==> config.mk <==
export PLATFORM = sky130hd
export DESIGN_NAME = plantard_mm_arbiter_flat
export DESIGN_NICKNAME = d
export VERILOG_FILES = /design/src/rtl/plantard_mm_arbiter_if.sv /design/src/rtl/plantard_mm_arbiter.sv /design/src/flat_wrapper.sv
export SDC_FILE = /design/constraint.sdc
export NUM_CORES = 1
export LEC_CHECK = 0
export CELL_PAD_IN_SITES_DETAIL_PLACEMENT = 0
export CELL_PAD_IN_SITES_GLOBAL_PLACEMENT = 2
export CORE_AREA = 2 2 93 95
export CTS_BUF_LIST = sky130_fd_sc_hd__clkbuf_8
export DETAILED_ROUTE_END_ITERATION = 10
export DIE_AREA = 0 0 95 97
export GPL_TIMING_DRIVEN = 1
export HOLD_SLACK_MARGIN = 0.03
export PLACE_DENSITY = 0.86
export SYNTH_ARGS = -nofsm -noshare
export SYNTH_HDL_FRONTEND = slang
export SYNTH_SLANG_ARGS = --single-unit
==> constraint.sdc <==
create_clock -name clk -period 8.8 [get_ports clk]
set_input_delay 2.64 -clock clk [delete_from_list [all_inputs] [get_ports clk]]
set_output_delay 2.64 -clock clk [all_outputs]
set_load 0.02 [all_outputs]
==> src/rtl/plantard_mm_arbiter_if.sv <==
// rtl/plantard_mm_arbiter_if.sv - requester, multiplier and response bundle for the plantard_mm arbiter
interface plantard_mm_arbiter_if #(
  parameter int NREQ = 4,
  parameter int DW   = 12
);
  logic [NREQ-1:0]    req_valid;
  logic [NREQ*DW-1:0] req_data;
  logic [NREQ-1:0]    req_ready;
  logic [DW-1:0]      mm_a;
  logic [DW-1:0]      mm_c;
  logic [NREQ-1:0]    rsp_valid;
  logic [DW-1:0]      rsp_data;

  modport master (
    output req_valid, req_data, mm_c,
    input  req_ready, mm_a, rsp_valid, rsp_data
  );

  modport slave (
    input  req_valid, req_data, mm_c,
    output req_ready, mm_a, rsp_valid, rsp_data
  );
endinterface

==> src/rtl/plantard_mm_arbiter.sv <==
// rtl/plantard_mm_arbiter.sv - round-robin sharing of one pipelined plantard_mm multiplier
module plantard_mm_arbiter #(
  parameter int NREQ   = 4,
  parameter int DW     = 12,
  parameter int MM_LAT = 4,
  parameter int TAGW   = $clog2(NREQ),
  parameter int CNTW   = $clog2(MM_LAT + 1)
) (
  input  logic                   clk,
  input  logic                   rst,
  plantard_mm_arbiter_if.slave   bus,
  input  logic                   hold,
  output logic [CNTW-1:0]        inflight,
  output logic                   idle
);

  logic [TAGW-1:0] ptr;
  logic            grant;
  logic [TAGW-1:0] gnt_idx;
  logic [TAGW:0]   sum;
  logic [TAGW-1:0] idx;

  logic [MM_LAT-1:0] tag_v;
  logic [TAGW-1:0]   tag_id [MM_LAT];

  // First valid requester at or after ptr, wrapping modulo NREQ.
  always_comb begin
    grant   = 1'b0;
    gnt_idx = '0;
    sum     = '0;
    idx     = '0;
    for (int off = 0; off < NREQ; off++) begin
      sum = {1'b0, ptr} + (TAGW+1)'(off);
      if (sum >= (TAGW+1)'(NREQ)) sum = sum - (TAGW+1)'(NREQ);
      idx = sum[TAGW-1:0];
      if (!grant && bus.req_valid[idx]) begin
        grant   = 1'b1;
        gnt_idx = idx;
      end
    end
    if (!rst || hold) begin
      grant   = 1'b0;
      gnt_idx = '0;
    end
  end

  always_comb begin
    bus.req_ready = '0;
    bus.mm_a      = '0;
    for (int i = 0; i < NREQ; i++) begin
      if (grant && gnt_idx == TAGW'(i)) begin
        bus.req_ready[i] = 1'b1;
        bus.mm_a         = bus.req_data[i*DW +: DW];
      end
    end
  end

  // Tag stage MM_LAT-1 lines up with the product currently on mm_c.
  always_ff @(posedge clk) begin
    if (!rst) begin
      ptr           <= '0;
      tag_v         <= '0;
      bus.rsp_valid <= '0;
      bus.rsp_data  <= '0;
      for (int i = 0; i < MM_LAT; i++) tag_id[i] <= '0;
    end else begin
      if (grant) ptr <= (gnt_idx == TAGW'(NREQ-1)) ? '0 : gnt_idx + 1'b1;
      tag_v[0]  <= grant;
      tag_id[0] <= gnt_idx;
      for (int i = 1; i < MM_LAT; i++) begin
        tag_v[i]  <= tag_v[i-1];
        tag_id[i] <= tag_id[i-1];
      end
      bus.rsp_valid <= '0;
      if (tag_v[MM_LAT-1]) begin
        bus.rsp_valid[tag_id[MM_LAT-1]] <= 1'b1;
        bus.rsp_data                    <= bus.mm_c;
      end
    end
  end

  always_comb begin
    inflight = '0;
    for (int i = 0; i < MM_LAT; i++) inflight = inflight + CNTW'(tag_v[i]);
    idle = (inflight == '0) && (bus.rsp_valid == '0);
  end

endmodule
==> src/flat_wrapper.sv <==
// flat-port wrapper written by rule: the top's interface ports become plain ports
module plantard_mm_arbiter_flat 
#(
  parameter int NREQ   = 4,
  parameter int DW     = 12,
  parameter int MM_LAT = 4,
  parameter int TAGW   = $clog2(NREQ),
  parameter int CNTW   = $clog2(MM_LAT + 1)
)
  (clk, rst, hold, inflight, idle, bus_req_valid, bus_req_data, bus_mm_c, bus_req_ready, bus_mm_a, bus_rsp_valid, bus_rsp_data);
  plantard_mm_arbiter_if #(.NREQ(NREQ), .DW(DW)) bus_i ();
  input  logic clk;
  input  logic rst;
  input  logic hold;
  output logic [CNTW-1:0] inflight;
  output logic idle;
  input wire logic [$bits(bus_i.req_valid)-1:0] bus_req_valid;
  input wire logic [$bits(bus_i.req_data)-1:0] bus_req_data;
  input wire logic [$bits(bus_i.mm_c)-1:0] bus_mm_c;
  output wire logic [$bits(bus_i.req_ready)-1:0] bus_req_ready;
  output wire logic [$bits(bus_i.mm_a)-1:0] bus_mm_a;
  output wire logic [$bits(bus_i.rsp_valid)-1:0] bus_rsp_valid;
  output wire logic [$bits(bus_i.rsp_data)-1:0] bus_rsp_data;
  assign bus_i.req_valid = bus_req_valid;
  assign bus_i.req_data = bus_req_data;
  assign bus_i.mm_c = bus_mm_c;
  assign bus_req_ready = bus_i.req_ready;
  assign bus_mm_a = bus_i.mm_a;
  assign bus_rsp_valid = bus_i.rsp_valid;
  assign bus_rsp_data = bus_i.rsp_data;
  plantard_mm_arbiter #(.NREQ(NREQ), .DW(DW), .MM_LAT(MM_LAT), .TAGW(TAGW), .CNTW(CNTW)) u_core (.clk(clk), .rst(rst), .bus(bus_i), .hold(hold), .inflight(inflight), .idle(idle));
endmodule
==> report_table.html, run 1 <==
<table>
<tr><th>Metric</th><th>Value</th></tr>
<tr><th colspan="2">Worst setup path</th></tr>
<tr><td>Cell chain of the critical path</td><td>clkdlybuf4s50_1 -&gt; nor4_4 -&gt; nand2b_4 -&gt; inv_2 -&gt; o211a_1 -&gt; ha_1 -&gt; buf_4 -&gt; nand3b_1 -&gt; a221o_1 -&gt; a21oi_1 -&gt; clkdlybuf4s50_1</td></tr>
<tr><td>Reg-to-Reg End</td><td>u_core.ptr[1]</td></tr>
<tr><td>Worst setup path category</td><td>input pin to primary output</td></tr>
<tr><td>Setup slack of the most critical reg-to-reg path</td><td>7.05 ns</td></tr>
<tr><td>Worst Setup End Kind</td><td>primary output</td></tr>
<tr><td>Crit. Startpoint</td><td>bus_req_valid[0]</td></tr>
<tr><td>Worst Path Max Fanout</td><td>22</td></tr>
<tr><td>Depth of the worst register-to-register path</td><td>6</td></tr>
<tr><td>CP arrival</td><td>5.76 ns</td></tr>
<tr><td>Startpoint class of the critical path</td><td>input pin</td></tr>
<tr><td>Cell type of the slowest stage on the worst timing path</td><td>sky130_fd_sc_hd__clkdlybuf4s50_1</td></tr>
<tr><td>Most prevalent standard cell on the critical path</td><td>sky130_fd_sc_hd__clkdlybuf4s50_1</td></tr>
<tr><td>Required time of the critical path</td><td>6.16 ns</td></tr>
<tr><td>Maximum cell stage delay along the critical path</td><td>0.64 ns</td></tr>
<tr><td>Reg2reg start</td><td>u_core.ptr[0]</td></tr>
<tr><th colspan="2">Logic synthesis</th></tr>
<tr><td>Mapped Nets</td><td>273</td></tr>
<tr><td>Average instance area after synthesis</td><td>8.87 um2</td></tr>
<tr><td>Multiplexer share of the synthesized area</td><td>6.80%</td></tr>
<tr><td>Post-Synthesis Cell Area</td><td>0.00177 mm2</td></tr>
<tr><td>FF+latch count, synth</td><td>30</td></tr>
<tr><td>Warnings from Yosys</td><td>0</td></tr>
<tr><td>Fraction of the yosys area taken by sequential cells</td><td>34.0%</td></tr>
<tr><td>Compound-gate portion of the synthesized area</td><td>21.9%</td></tr>
<tr><td>Unique cell type count in the Yosys netlist</td><td>34</td></tr>
<tr><td>Mapped Cells</td><td>199</td></tr>
<tr><td>Synthesized-area fraction occupied by and/or/nand/nor cells</td><td>24.2%</td></tr>
<tr><td>Arithmetic-cell share of the synthesized area counting full adders, half adders and majority gates</td><td>5.39%</td></tr>
<tr><td>Xor and xnor fraction of the mapped netlist area</td><td>0%</td></tr>
<tr><td>Main combinational cell family by area after synthesis</td><td>simple AND/OR/NAND/NOR gates</td></tr>
<tr><th colspan="2">Clock tree</th></tr>
<tr><td>Number of clock buffers inserted by TritonCTS</td><td>5</td></tr>
<tr><td>Clock sinks</td><td>30</td></tr>
<tr><td>Hold-fix buffers at CTS</td><td>0</td></tr>
<tr><td>CTS tree</td><td>built</td></tr>
<tr><td>Clk buf depth</td><td>2</td></tr>
<tr><td>Latest clock arrival within the worst-skew pair</td><td>0.27 ns</td></tr>
<tr><td>Count of instances resized after the clock tree is built</td><td>0</td></tr>
<tr><td>Clock-pin transition on the worst setup and hold timing paths</td><td>0.06 ns</td></tr>
<tr><td>Clock root cell</td><td>sky130_fd_sc_hd__clkbuf_8</td></tr>
<tr><td>H-tree depth</td><td>2</td></tr>
<tr><td>Number of post-CTS setup repair buffers</td><td>0</td></tr>
<tr><th colspan="2">Min path</th></tr>
<tr><td>Terminating pin of the worst hold path</td><td>u_core.tag_id[2][1]</td></tr>
<tr><td>Critical hold path startpoint</td><td>u_core.tag_id[1][1]</td></tr>
<tr><td>Class of the worst hold path</td><td>flop to flop</td></tr>
<tr><td>Hold Path Stages</td><td>1</td></tr>
<tr><th colspan="2">STA</th></tr>
<tr><td>Setup Skew</td><td>0.00367 ns</td></tr>
<tr><td>Setup repair after global routing missed its margin</td><td>false</td></tr>
<tr><td>Total negative slack</td><td>0 ns</td></tr>
<tr><td>Total count of max-transition violations in the final report</td><td>0</td></tr>
<tr><td>Fmax</td><td>119 MHz</td></tr>
<tr><td>Relative slew slack</td><td>46.1%</td></tr>
<tr><td>Number of hold violations in the final report</td><td>0</td></tr>
<tr><td>Final setup fails</td><td>0</td></tr>
<tr><td>Fin crit share</td><td>95.4%</td></tr>
<tr><td>Shortest clock period the worst path allows after layout</td><td>8.40 ns</td></tr>
<tr><td>Final-layout worst hold slack</td><td>0.432 ns</td></tr>
<tr><td>Slew at the pin with the worst max-slew slack</td><td>0.807 ns</td></tr>
<tr><td>Worst Setup Slack, final</td><td>0.403 ns</td></tr>
<tr><th colspan="2">GRT</th></tr>
<tr><td>Overflow after GRT</td><td>0</td></tr>
<tr><td>Overall fraction of global-route tracks in use</td><td>11.6%</td></tr>
<tr><td>Via count of the first global-routing pass</td><td>1729</td></tr>
<tr><td>Pin count of the biggest net entering global routing</td><td>26</td></tr>
<tr><td>Global-route wire length before repair</td><td>8480 um</td></tr>
<tr><td>Antenna violations before repair</td><td>0</td></tr>
<tr><th colspan="2">Drt</th></tr>
<tr><td>Drt first-iter violations</td><td>64</td></tr>
<tr><td>Post-route ant nets</td><td>0</td></tr>
<tr><td>Post-detailed-route wirelength per cell</td><td>13.5 um</td></tr>
<tr><td>Total number of vias</td><td>1787</td></tr>
<tr><td>Total Wirelength</td><td>5480 um</td></tr>
<tr><td>DRT Pass-1 Iters</td><td>4</td></tr>
<tr><td>Remaining DRCs</td><td>0</td></tr>
<tr><td>Post-detailed-route via-to-cell ratio</td><td>4.40</td></tr>
<tr><th colspan="2">Placement</th></tr>
<tr><td>Gpl congestion</td><td>0.742</td></tr>
<tr><td>Final HPWL from detailed placement</td><td>4260 um</td></tr>
<tr><td>Number of buffer cells added on primary ports</td><td>102</td></tr>
<tr><td>Post-placement worst setup slack</td><td>0.372 ns</td></tr>
<tr><th colspan="2">Power</th></tr>
<tr><td>Leakage power of the design</td><td>1.14 nW</td></tr>
<tr><td>Max VDD drop</td><td>0.0000518 V</td></tr>
<tr><td>Power density over cell area</td><td>115 mW/mm2</td></tr>
<tr><td>Tot Pwr</td><td>0.345 mW</td></tr>
<tr><th colspan="2">Finish</th></tr>
<tr><td>Fraction of final layout cells sized beyond drive strength 1</td><td>6.64%</td></tr>
<tr><td>Area Growth Syn to Fin</td><td>69.4%</td></tr>
<tr><td>Most frequent standard cell in the layout excluding fill and tap cells</td><td>sky130_fd_sc_hd__clkdlybuf4s50_1</td></tr>
<tr><td>Total Nets Final</td><td>374</td></tr>
<tr><td>Highest-count cells in the layout ignoring fill and taps</td><td>sky130_fd_sc_hd__clkdlybuf4s50_1, sky130_fd_sc_hd__dfxtp_1, sky130_fd_sc_hd__a21oi_1, sky130_fd_sc_hd__inv_1, sky130_fd_sc_hd__nand2_1</td></tr>
<tr><td>Number of antenna diodes</td><td>0</td></tr>
<tr><th colspan="2">Die</th></tr>
<tr><td>Standard-cell row count</td><td>33</td></tr>
<tr><td>Initial Utilization</td><td>21.7%</td></tr>
<tr><td>Full die area</td><td>0.00922 mm2</td></tr>
<tr><td>Die height</td><td>97 um</td></tr>
<tr><td>Ports placed on the boundary</td><td>103</td></tr>
<tr><td>Floorplan die width</td><td>95 um</td></tr>
<tr><td>Placeable core region</td><td>0.00813 mm2</td></tr>
<tr><th colspan="2">Run</th></tr>
<tr><td>Number of maximum-capacitance constraint violations</td><td>0</td></tr>
<tr><th colspan="2">Status</th></tr>
<tr><td>Result of the run</td><td>finished, final reports clean</td></tr>
</table>
## cell type report
| class | count | area, um2 |
|---|---|---|
| Fill cell | 828 | 5140 |
| Timing Repair Buffer | 108 | 1070 |
| Multi-Input combinational cell | 137 | 1030 |
| Sequential cell | 30 | 601 |
| Tap cell | 105 | 131 |
| Clock buffer | 6 | 82.6 |
| Inverter | 18 | 67.6 |
| Clock inverter | 2 | 12.5 |
## Yosys cell counts
master,instances,area (um2)
sky130_fd_sc_hd__mux2i_1,12,120
sky130_fd_sc_hd__or4_1,1,7.51
sky130_fd_sc_hd__nor3_1,1,5.00
sky130_fd_sc_hd__dfxtp_1,30,601
sky130_fd_sc_hd__nand2_1,14,52.6
sky130_fd_sc_hd__nor4bb_1,1,10.0
sky130_fd_sc_hd__nand2b_1,1,6.26
sky130_fd_sc_hd__and2b_1,1,7.51
sky130_fd_sc_hd__a221o_1,12,120
sky130_fd_sc_hd__inv_2,1,3.75
sky130_fd_sc_hd__buf_2,6,30.0
sky130_fd_sc_hd__inv_1,17,63.8
sky130_fd_sc_hd__o21ai_1,2,10.0
sky130_fd_sc_hd__nor4_1,1,6.26
sky130_fd_sc_hd__o31ai_1,1,7.51
sky130_fd_sc_hd__o311ai_0,1,8.76
sky130_fd_sc_hd__clkbuf_1,6,22.5
sky130_fd_sc_hd__ha_1,6,75.1
sky130_fd_sc_hd__a221oi_2,3,45.0
sky130_fd_sc_hd__o21bai_1,1,7.51
sky130_fd_sc_hd__and4bb_1,1,12.5
sky130_fd_sc_hd__and4_1,1,8.76
sky130_fd_sc_hd__buf_4,2,15.0
sky130_fd_sc_hd__nor4_4,1,21.3
sky130_fd_sc_hd__and2_1,13,81.3
sky130_fd_sc_hd__nor3b_1,2,15.0
sky130_fd_sc_hd__nor2_1,2,7.51
sky130_fd_sc_hd__o211ai_1,3,22.5
sky130_fd_sc_hd__o211a_1,4,40.0
sky130_fd_sc_hd__nand2b_4,1,13.8
sky130_fd_sc_hd__nand3b_1,13,97.6
sky130_fd_sc_hd__a21oi_1,25,125
sky130_fd_sc_hd__fa_1,1,20.0
sky130_fd_sc_hd__nor2b_1,12,75.1
## kinds of logic (layout without fill, tap and decap cells)
| group | count (synthesis) | in the layout |
|---|---|---|
| AND/OR/NAND/NOR | 66 | 66 |
| AO/OA/AOI/OAI | 52 | 52 |
| buffers and inverters | 32 | 134 |
| flip-flops | 30 | 30 |
| multiplexers | 12 | 12 |
| adder cells (fa/ha/maj) | 7 | 7 |
## power by group
| group | leakage [nW] | internal (mW) | switching [mW] | total, mW |
|---|---|---|---|---|
| clock | 0.0472 | 0.0627 | 0.0504 | 0.113 |
| sequential | 0.243 | 0.139 | 0.00263 | 0.141 |
| combinational | 0.849 | 0.0543 | 0.0361 | 0.0904 |
| total | 1.14 | 0.256 | 0.0891 | 0.345 |
## worst max-delay path, delay by kind of cell
kind | cells | cell delay, ns
buffers and inverters | 4 | 1.50
AND/OR/NAND/NOR | 3 | 0.71
AO/OA/AOI/OAI | 3 | 0.67
adder cells (fa/ha/maj) | 1 | 0.24
## flip-flops by register name, indices dropped and copies added, names as in the netlist
register	cells
u_core.bus.rsp_valid	4
u_core.bus.rsp_data	12
u_core.ptr	2
u_core.tag_id	8
u_core.tag_v	4
## worst max path at each step
stage                        to  slack, ns  cells after the start
floorplan           bus_mm_a[0]       1.68                      9
global placement    bus_mm_a[7]       0.50                     10
detailed placement  bus_mm_a[7]       0.37                     10
CTS                 bus_mm_a[7]       0.38                     10
global route        bus_mm_a[7]       0.24                     10
finish              bus_mm_a[8]       0.40                     11
## per-layer routing
metal  part of all wire, %  wire [um]  vias to the layer above  GRT usage (%)
met2                    47       2570                       72           19.6
met4                   2.4        131                        0           4.68
li1                      -          -                      906              -
met1                    44       2380                      797           13.8
met3                   7.1        389                       12           2.73
met5                     0          0                        -              0
## stage by stage
stage          utilization, %  std cells  area, um2
2_1_floorplan               -        199       1770
3_3_place_gp             35.6        398       2900
3_5_place_dp             35.6        398       2900
4_1_cts                  36.8        406       2990
5_1_grt                  36.8        406       2990
6_report                 36.8        406       2990
Note: power is estimated with default switching activity, not from simulation.
==> inputs of run 2 (changes only) <==
--- a/config.mk
+++ b/config.mk
@@ -7,10 +7,10 @@
 export LEC_CHECK = 0
 export CELL_PAD_IN_SITES_DETAIL_PLACEMENT = 0
 export CELL_PAD_IN_SITES_GLOBAL_PLACEMENT = 2
-export CORE_AREA = 2 2 93 95
+export CORE_AREA = 2 2 111 80
 export CTS_BUF_LIST = sky130_fd_sc_hd__clkbuf_8
 export DETAILED_ROUTE_END_ITERATION = 10
-export DIE_AREA = 0 0 95 97
+export DIE_AREA = 0 0 113 82
 export GPL_TIMING_DRIVEN = 1
 export HOLD_SLACK_MARGIN = 0.03
 export PLACE_DENSITY = 0.86
==> report_table.html, run 2 (synthesis results as in run 1) <==
<table>
<tr><th>Metric</th><th>Value</th></tr>
<tr><th colspan="2">Worst setup path</th></tr>
<tr><td>Cell chain of the critical path</td><td>clkdlybuf4s50_1 -&gt; nor4_4 -&gt; nand2b_4 -&gt; inv_2 -&gt; o211a_1 -&gt; ha_1 -&gt; buf_4 -&gt; nand3b_1 -&gt; a221o_1 -&gt; a21oi_1 -&gt; clkdlybuf4s50_1</td></tr>
<tr><td>Most prevalent standard cell on the critical path</td><td>sky130_fd_sc_hd__clkdlybuf4s50_1</td></tr>
<tr><td>Startpoint class of the critical path</td><td>input pin</td></tr>
<tr><td>Critical path buffer and inverter count</td><td>4 (unchanged)</td></tr>
<tr><td>Worst Setup End Kind</td><td>primary output</td></tr>
<tr><td>Family with the most delay on the worst path</td><td>buffers and inverters</td></tr>
<tr><td>CP arrival</td><td>5.79 ns (+0.03 ns)</td></tr>
<tr><td>Required time of the critical path</td><td>6.16 ns (about the same)</td></tr>
<tr><td>Cell type of the slowest stage on the worst timing path</td><td>sky130_fd_sc_hd__clkdlybuf4s50_1</td></tr>
<tr><td>Maximum cell stage delay along the critical path</td><td>0.62 ns (-0.02 ns)</td></tr>
<tr><td>Worst Path Max Fanout</td><td>16 (-27%)</td></tr>
<tr><td>Worst setup path category</td><td>input pin to primary output</td></tr>
<tr><th colspan="2">GRT</th></tr>
<tr><td>Global-route wire length before repair</td><td>8420 um (-0.73%)</td></tr>
<tr><td>Via count of the first global-routing pass</td><td>1775 (+2.7%)</td></tr>
<tr><td>Overall fraction of global-route tracks in use</td><td>11.4% (-0.13 points)</td></tr>
<tr><td>Antenna violations before repair</td><td>0 (unchanged)</td></tr>
<tr><td>Overflow after GRT</td><td>0 (unchanged)</td></tr>
<tr><td>Pin count of the biggest net entering global routing</td><td>26 (unchanged)</td></tr>
<tr><th colspan="2">Placement</th></tr>
<tr><td>Number of buffer cells added on primary ports</td><td>102 (unchanged)</td></tr>
<tr><td>Gpl congestion</td><td>0.762 (+2.8%)</td></tr>
<tr><td>Final HPWL from detailed placement</td><td>4030 um (-5.3%)</td></tr>
<tr><td>Count of placed standard cells including taps</td><td>399 (+0.25%)</td></tr>
<tr><th colspan="2">Clock tree</th></tr>
<tr><td>H-tree depth</td><td>2 (unchanged)</td></tr>
<tr><td>Clock root cell</td><td>sky130_fd_sc_hd__clkbuf_8</td></tr>
<tr><td>Clk buf depth</td><td>2 (unchanged)</td></tr>
<tr><td>CTS tree</td><td>built</td></tr>
<tr><td>Clock sinks</td><td>30 (unchanged)</td></tr>
<tr><td>Latest clock arrival within the worst-skew pair</td><td>0.28 ns (about the same)</td></tr>
<tr><td>Clock-pin transition on the worst setup and hold timing paths</td><td>0.07 ns (about the same)</td></tr>
<tr><td>Number of clock buffers inserted by TritonCTS</td><td>5 (unchanged)</td></tr>
<tr><th colspan="2">Finish</th></tr>
<tr><td>Max reg flops</td><td>12 (unchanged)</td></tr>
<tr><td>Registers with the most flip-flops</td><td>u_core.bus.rsp_data x12, u_core.tag_id x8</td></tr>
<tr><td>Reg with most FFs</td><td>u_core.bus.rsp_data</td></tr>
<tr><td>Post-route insts no fill</td><td>407 (+0.25%)</td></tr>
<tr><td>Highest-count cells in the layout ignoring fill and taps</td><td>sky130_fd_sc_hd__clkdlybuf4s50_1, sky130_fd_sc_hd__dfxtp_1, sky130_fd_sc_hd__a21oi_1, sky130_fd_sc_hd__inv_1, sky130_fd_sc_hd__nand2_1</td></tr>
<tr><td>Final cell utilization of the core</td><td>36.3% (-0.47 points)</td></tr>
<tr><td>Sequential cell area</td><td>601 um2 (unchanged)</td></tr>
<tr><td>Total Nets Final</td><td>375 (+0.27%)</td></tr>
<tr><td>Area Growth Syn to Fin</td><td>70.0%</td></tr>
<tr><td>Number of antenna diodes</td><td>0 (unchanged)</td></tr>
<tr><td>Multi-input gate area</td><td>0.00103 mm2 (+0.24%)</td></tr>
<tr><td>Fraction of final layout cells sized beyond drive strength 1</td><td>7.28% (+0.64 points)</td></tr>
<tr><td>Fill cells</td><td>856 (+3.4%)</td></tr>
<tr><td>Most frequent standard cell in the layout excluding fill and tap cells</td><td>sky130_fd_sc_hd__clkdlybuf4s50_1</td></tr>
<tr><th colspan="2">STA</th></tr>
<tr><td>Total count of max-transition violations in the final report</td><td>0 (unchanged)</td></tr>
<tr><td>Relative slew slack</td><td>45.6% (-0.53 points)</td></tr>
<tr><td>Setup Skew</td><td>0.00312 ns (-0.000555 ns)</td></tr>
<tr><td>Shortest clock period the worst path allows after layout</td><td>8.43 ns (+0.0327 ns)</td></tr>
<tr><td>Slew at the pin with the worst max-slew slack</td><td>0.815 ns (+0.00786 ns)</td></tr>
<tr><td>Setup repair after global routing missed its margin</td><td>false</td></tr>
<tr><td>Fin crit share</td><td>95.8% (+0.37 points)</td></tr>
<tr><td>Number of hold violations in the final report</td><td>0 (unchanged)</td></tr>
<tr><td>Fmax</td><td>119 MHz (-0.39%)</td></tr>
<tr><td>Total negative slack</td><td>0 ns (unchanged)</td></tr>
<tr><td>Final setup fails</td><td>0 (unchanged)</td></tr>
<tr><th colspan="2">Run</th></tr>
<tr><td>Number of maximum-capacitance constraint violations</td><td>0 (unchanged)</td></tr>
<tr><th colspan="2">Status</th></tr>
<tr><td>Result of the run</td><td>complete, but fails checks</td></tr>
<tr><td>Violated checks</td><td>design-rule violations</td></tr>
<tr><th colspan="2">Min path</th></tr>
<tr><td>Class of the worst hold path</td><td>flop to flop</td></tr>
<tr><th colspan="2">Drt</th></tr>
<tr><td>Met3 wire length</td><td>419 um (+7.7%)</td></tr>
<tr><td>DRT Pass-1 Iters</td><td>7 (+3)</td></tr>
<tr><td>Remaining DRCs</td><td>8 (+8)</td></tr>
<tr><td>Routed met1 length</td><td>2560 um (+7.5%)</td></tr>
<tr><td>Top layer in use</td><td>met4</td></tr>
<tr><td>Total number of vias</td><td>1772 (-0.84%)</td></tr>
<tr><td>Post-detailed-route wirelength per cell</td><td>12.9 um (-4.1%)</td></tr>
<tr><td>Total Wirelength</td><td>5260 um (-3.9%)</td></tr>
<tr><td>Routed length on met2</td><td>2240 um (-13%)</td></tr>
<tr><td>Post-route ant nets</td><td>0 (unchanged)</td></tr>
<tr><td>Post-detailed-route via-to-cell ratio</td><td>4.35 (-1.1%)</td></tr>
<tr><td>Drt first-iter violations</td><td>116 (+81%)</td></tr>
<tr><th colspan="2">Die</th></tr>
<tr><td>Standard-cell row count</td><td>28 (-15%)</td></tr>
<tr><td>Floorplan die width</td><td>113 um (+19%)</td></tr>
<tr><td>Die height</td><td>82 um (-15%)</td></tr>
<tr><td>Initial Utilization</td><td>21.4% (-0.35 points)</td></tr>
<tr><td>Ports placed on the boundary</td><td>103 (unchanged)</td></tr>
<tr><td>Full die area</td><td>0.00927 mm2 (+0.55%)</td></tr>
<tr><td>Placeable core region</td><td>0.00827 mm2 (+1.6%)</td></tr>
<tr><th colspan="2">Power</th></tr>
<tr><td>Max VDD drop</td><td>0.0000404 V (-22%)</td></tr>
<tr><td>Power density over cell area</td><td>115 mW/mm2 (+0.17%)</td></tr>
<tr><td>Leakage power of the design</td><td>1.14 nW (+0.47%)</td></tr>
</table>
==> run 2: layout make-up <==
class,count,share of cell area (%)
Tap cell,105,4.38
Clock buffer,6,2.75
Clock inverter,2,0.417
Inverter,18,2.25
Sequential cell,30,20.0
Timing Repair Buffer,109,35.8
Multi-Input combinational cell,137,34.4
==> run 2: where the power goes <==
part	internal, mW	leakage (nW)	switching [mW]
combinational	0.0545	0.855	0.0358
clock	0.0627	0.0472	0.0523
sequential	0.139	0.243	0.00255
total	0.256	1.14	0.0907
==> run 2: layer usage <==
layer | global-route usage [%] | up-vias
li1 | - | 910
met1 | 14.7 | 785
met2 | 18.1 | 73
met3 | 3.54 | 4
met4 | 4.27 | 0
met5 | 0 | -
==> run 2: stage by stage <==
stage / total power [mW] / hold WS [ns] / setup WS [ns] / instance area, um2
6_report: 0.347 / 0.432 / 0.370 / 3000
4_1_cts: 0.351 / 0.437 / 0.199 / 3000
3_3_place_gp: 0.234 / 0.414 / 0.310 / 2900
5_1_grt: 0.365 / 0.458 / 0.186 / 3000
2_1_floorplan: 0.185 / 0.412 / 1.68 / 1770
3_5_place_dp: 0.235 / 0.420 / 0.212 / 2900
==> run 2: final timing paths <==
path | slack, ns | depth (start not counted) | startpoint | to
worst min-delay path | 0.43 | 1 | u_core.tag_id[1][1] | u_core.tag_id[2][1]
worst min register to register | 0.43 | 1 | u_core.tag_id[1][1] | u_core.tag_id[2][1]
worst max-delay path | 0.37 | 11 | bus_req_valid[0] | bus_mm_a[10]
worst max register to register | 7.02 | 6 | u_core.ptr[0] | u_core.ptr[1]
==> run 2: repair_timing <==
| item | CTS | global route |
|---|---|---|
| resized for setup | 0 | 1 |
| endpoints found under the setup margin | 0 | 2 |
| hold buffers | 0 | 0 |
| setup buffers | 0 | 0 |
==> inputs of run 3 (changes only) <==
--- a/config.mk
+++ b/config.mk
@@ -8,7 +8,6 @@
 export CELL_PAD_IN_SITES_DETAIL_PLACEMENT = 0
 export CELL_PAD_IN_SITES_GLOBAL_PLACEMENT = 2
 export CORE_AREA = 2 2 111 80
-export CTS_BUF_LIST = sky130_fd_sc_hd__clkbuf_8
 export DETAILED_ROUTE_END_ITERATION = 10
 export DIE_AREA = 0 0 113 82
 export GPL_TIMING_DRIVEN = 1
==> report_table.html, run 3 (synthesis results as in run 1) <==
<table>
<tr><th>Metric</th><th>Value</th></tr>
<tr><th colspan="2">Status</th></tr>
<tr><td>Result of the run</td><td>complete, but fails checks</td></tr>
<tr><td>Violated checks</td><td>design-rule violations</td></tr>
<tr><th colspan="2">Drt</th></tr>
<tr><td>Post-detailed-route wirelength per cell</td><td>12.9 um (about the same)</td></tr>
<tr><td>Remaining DRCs</td><td>8 (unchanged)</td></tr>
<tr><td>Drt first-iter violations</td><td>90 (-22%)</td></tr>
<tr><td>Total number of vias</td><td>1766 (-0.34%)</td></tr>
<tr><td>DRT Pass-1 Iters</td><td>8 (+1)</td></tr>
<tr><td>Post-detailed-route via-to-cell ratio</td><td>4.34 (-0.34%)</td></tr>
<tr><td>Total Wirelength</td><td>5260 um (about the same)</td></tr>
<tr><td>Post-route ant nets</td><td>0 (unchanged)</td></tr>
<tr><th colspan="2">Run</th></tr>
<tr><td>Number of maximum-capacitance constraint violations</td><td>0 (unchanged)</td></tr>
<tr><th colspan="2">GRT</th></tr>
<tr><td>Antenna violations before repair</td><td>0 (unchanged)</td></tr>
<tr><td>Pin count of the biggest net entering global routing</td><td>26 (unchanged)</td></tr>
<tr><td>Global-route wire length before repair</td><td>8410 um (about the same)</td></tr>
<tr><td>Overall fraction of global-route tracks in use</td><td>11.4% (-0.032 points)</td></tr>
<tr><td>Via count of the first global-routing pass</td><td>1782 (+0.39%)</td></tr>
<tr><td>Overflow after GRT</td><td>0 (unchanged)</td></tr>
<tr><th colspan="2">Clock tree</th></tr>
<tr><td>Number of clock buffers inserted by TritonCTS</td><td>5 (unchanged)</td></tr>
<tr><td>Count of instances resized after the clock tree is built</td><td>0 (unchanged)</td></tr>
<tr><td>H-tree depth</td><td>2 (unchanged)</td></tr>
<tr><td>Clk buf depth</td><td>2 (unchanged)</td></tr>
<tr><td>Latest clock arrival within the worst-skew pair</td><td>0.27 ns (about the same)</td></tr>
<tr><td>Clock sinks</td><td>30 (unchanged)</td></tr>
<tr><td>Number of post-CTS setup repair buffers</td><td>0 (unchanged)</td></tr>
<tr><td>Clock-pin transition on the worst setup and hold timing paths</td><td>0.05 ns (-0.02 ns)</td></tr>
<tr><td>CTS tree</td><td>built</td></tr>
<tr><td>Clock root cell</td><td>sky130_fd_sc_hd__clkbuf_16</td></tr>
<tr><td>Hold-fix buffers at CTS</td><td>0 (unchanged)</td></tr>
<tr><th colspan="2">Die</th></tr>
<tr><td>Placeable core region</td><td>0.00827 mm2 (unchanged)</td></tr>
<tr><td>Die height</td><td>82 um (unchanged)</td></tr>
<tr><td>Initial Utilization</td><td>21.4% (unchanged)</td></tr>
<tr><td>Full die area</td><td>0.00927 mm2 (unchanged)</td></tr>
<tr><td>Standard-cell row count</td><td>28 (unchanged)</td></tr>
<tr><td>Ports placed on the boundary</td><td>103 (unchanged)</td></tr>
<tr><td>Floorplan die width</td><td>113 um (unchanged)</td></tr>
<tr><th colspan="2">Min path</th></tr>
<tr><td>Class of the worst hold path</td><td>flop to flop</td></tr>
<tr><td>Hold Path Stages</td><td>1 (unchanged)</td></tr>
<tr><td>Terminating pin of the worst hold path</td><td>u_core.tag_id[2][1]</td></tr>
<tr><td>Critical hold path startpoint</td><td>u_core.tag_id[1][1]</td></tr>
<tr><th colspan="2">STA</th></tr>
<tr><td>Final-layout worst hold slack</td><td>0.428 ns (-0.00383 ns)</td></tr>
<tr><td>Setup repair after global routing missed its margin</td><td>false</td></tr>
<tr><td>Fin crit share</td><td>95.8% (about the same)</td></tr>
<tr><td>Slew at the pin with the worst max-slew slack</td><td>0.802 ns (-0.0128 ns)</td></tr>
<tr><td>Final setup fails</td><td>0 (unchanged)</td></tr>
<tr><td>Total negative slack</td><td>0 ns (unchanged)</td></tr>
<tr><td>Fmax</td><td>119 MHz (unchanged)</td></tr>
<tr><td>Shortest clock period the worst path allows after layout</td><td>8.43 ns (+0.00000300 ns)</td></tr>
<tr><td>Number of hold violations in the final report</td><td>0 (unchanged)</td></tr>
<tr><td>Relative slew slack</td><td>46.4% (+0.85 points)</td></tr>
<tr><td>Setup Skew</td><td>0.00219 ns (-0.000932 ns)</td></tr>
<tr><td>Total count of max-transition violations in the final report</td><td>0 (unchanged)</td></tr>
<tr><th colspan="2">Power</th></tr>
<tr><td>Leakage power of the design</td><td>1.17 nW (+2.2%)</td></tr>
<tr><td>Clock network power share</td><td>42.0% (+8.8 points)</td></tr>
<tr><td>Sw Pwr</td><td>0.0948 mW (+4.5%)</td></tr>
<tr><td>Comb pwr share</td><td>22.6% (-3.5 points)</td></tr>
<tr><td>Switching fraction of total power</td><td>23.7% (-2.5 points)</td></tr>
<tr><td>Sequential group share of total power</td><td>35.4% (-5.4 points)</td></tr>
<tr><td>Power density over cell area</td><td>131 mW/mm2 (+13%)</td></tr>
<tr><td>Max VDD drop</td><td>0.0000543 V (+34%)</td></tr>
<tr><td>Int Pwr</td><td>0.305 mW (+19%)</td></tr>
<tr><th colspan="2">Finish</th></tr>
<tr><td>Registers with the most flip-flops</td><td>u_core.bus.rsp_data x12, u_core.tag_id x8</td></tr>
<tr><td>Area Growth Syn to Fin</td><td>73.1%</td></tr>
<tr><td>Highest-count cells in the layout ignoring fill and taps</td><td>sky130_fd_sc_hd__clkdlybuf4s50_1, sky130_fd_sc_hd__dfxtp_1, sky130_fd_sc_hd__a21oi_1, sky130_fd_sc_hd__inv_1, sky130_fd_sc_hd__nand2_1</td></tr>
<tr><td>Max reg flops</td><td>12 (unchanged)</td></tr>
<tr><td>Sequential cell area</td><td>601 um2 (unchanged)</td></tr>
<tr><td>Fraction of final layout cells sized beyond drive strength 1</td><td>7.28% (unchanged)</td></tr>
<tr><td>Fill cells</td><td>846 (-1.2%)</td></tr>
<tr><td>Number of antenna diodes</td><td>0 (unchanged)</td></tr>
<tr><td>Reg with most FFs</td><td>u_core.bus.rsp_data</td></tr>
<tr><td>Total Nets Final</td><td>375 (unchanged)</td></tr>
<tr><td>Multi-input gate area</td><td>0.00103 mm2 (unchanged)</td></tr>
<tr><td>Most frequent standard cell in the layout excluding fill and tap cells</td><td>sky130_fd_sc_hd__clkdlybuf4s50_1</td></tr>
<tr><th colspan="2">Worst setup path</th></tr>
<tr><td>Required time of the critical path</td><td>6.16 ns (about the same)</td></tr>
<tr><td>Startpoint class of the critical path</td><td>input pin</td></tr>
<tr><td>Worst Path Max Fanout</td><td>16 (unchanged)</td></tr>
<tr><td>Reg-to-Reg End</td><td>u_core.ptr[1]</td></tr>
<tr><td>Setup slack of the most critical reg-to-reg path</td><td>7.02 ns (about the same)</td></tr>
<tr><td>Worst Setup End Kind</td><td>primary output</td></tr>
<tr><td>CP arrival</td><td>5.79 ns (about the same)</td></tr>
<tr><td>Depth of the worst register-to-register path</td><td>6 (unchanged)</td></tr>
<tr><td>Reg2reg start</td><td>u_core.ptr[0]</td></tr>
<tr><td>Worst setup path category</td><td>input pin to primary output</td></tr>
<tr><th colspan="2">Placement</th></tr>
<tr><td>Gpl congestion</td><td>0.762 (unchanged)</td></tr>
<tr><td>Final HPWL from detailed placement</td><td>4030 um (unchanged)</td></tr>
<tr><td>Number of buffer cells added on primary ports</td><td>102 (unchanged)</td></tr>
</table>
run 3: cell types whose count changed in the layout (fill, tap and decap cells not counted):
cell	delta
sky130_fd_sc_hd__clkbuf_8	-5
sky130_fd_sc_hd__clkbuf_16	+5
run 3: worst max-delay path by stage:
| stage | from | endpoint | slack (ns) | cells after the start |
|---|---|---|---|---|
| final | bus_req_valid[0] | bus_mm_a[10] | 0.37 | 11 |
| after CTS | bus_req_valid[0] | bus_mm_a[9] | 0.20 | 10 |
| after floorplan | bus_req_valid[1] | bus_mm_a[0] | 1.68 | 9 |
| after global placement | bus_req_valid[0] | bus_mm_a[5] | 0.31 | 10 |
| after global routing | bus_req_valid[0] | bus_mm_a[9] | 0.18 | 11 |
| after detailed placement | bus_req_valid[0] | bus_mm_a[9] | 0.21 | 10 |
run 3: final cells by class:
class	instances	share of cell area [%]
repair buffers	109	35.1
inverters	18	2.21
well taps	105	4.30
clock inverters	2	0.409
clock buffers	6	4.54
flip-flops and latches	30	19.6
multi-input cells	137	33.8
run 3: power by group through the flow:
stage / clock [mW] / sequential (mW) / combinational, mW
6_report: 0.168 / 0.142 / 0.0903
5_1_grt: 0.181 / 0.142 / 0.0979
4_1_cts: 0.174 / 0.141 / 0.0908
3_5_place_dp: 0 / 0.144 / 0.0904
3_3_place_gp: 0 / 0.144 / 0.0901
2_1_floorplan: 0 / 0.144 / 0.0404
run 3: metal layers:
metal / vias up / track usage, % / routed length [um] / part of all wire, %
li1: 909 / - / - / -
met1: 783 / 14.7 / 2560 / 49
met2: 71 / 18.1 / 2230 / 42
met3: 3 / 3.39 / 428 / 8.1
met4: 0 / 4.27 / 32 / 0.61
met5: - / 0 / 0 / 0
run 3: metrics by stage:
stage | utilization [%] | area, um2 | instances | setup WS (ns) | total power [mW]
floorplan | - | 1770 | 199 | 1.68 | 0.185
global placement | 35.1 | 2900 | 399 | 0.310 | 0.234
detailed placement | 35.1 | 2900 | 399 | 0.212 | 0.235
CTS | 36.9 | 3050 | 407 | 0.199 | 0.406
global route | 37.0 | 3060 | 407 | 0.184 | 0.420
finish | 37.0 | 3060 | 407 | 0.370 | 0.400
run 3: worst max-delay path: stages:
cell                              delay, ns
sky130_fd_sc_hd__clkdlybuf4s50_1       0.58
sky130_fd_sc_hd__nor4_4                0.37
sky130_fd_sc_hd__nand2b_4              0.31
sky130_fd_sc_hd__inv_2                 0.10
sky130_fd_sc_hd__o211a_1               0.16
sky130_fd_sc_hd__ha_1                  0.21
sky130_fd_sc_hd__buf_4                 0.19
sky130_fd_sc_hd__nand3b_1              0.16
sky130_fd_sc_hd__a221o_1               0.30
sky130_fd_sc_hd__a21oi_1               0.14
sky130_fd_sc_hd__clkdlybuf4s50_1       0.62
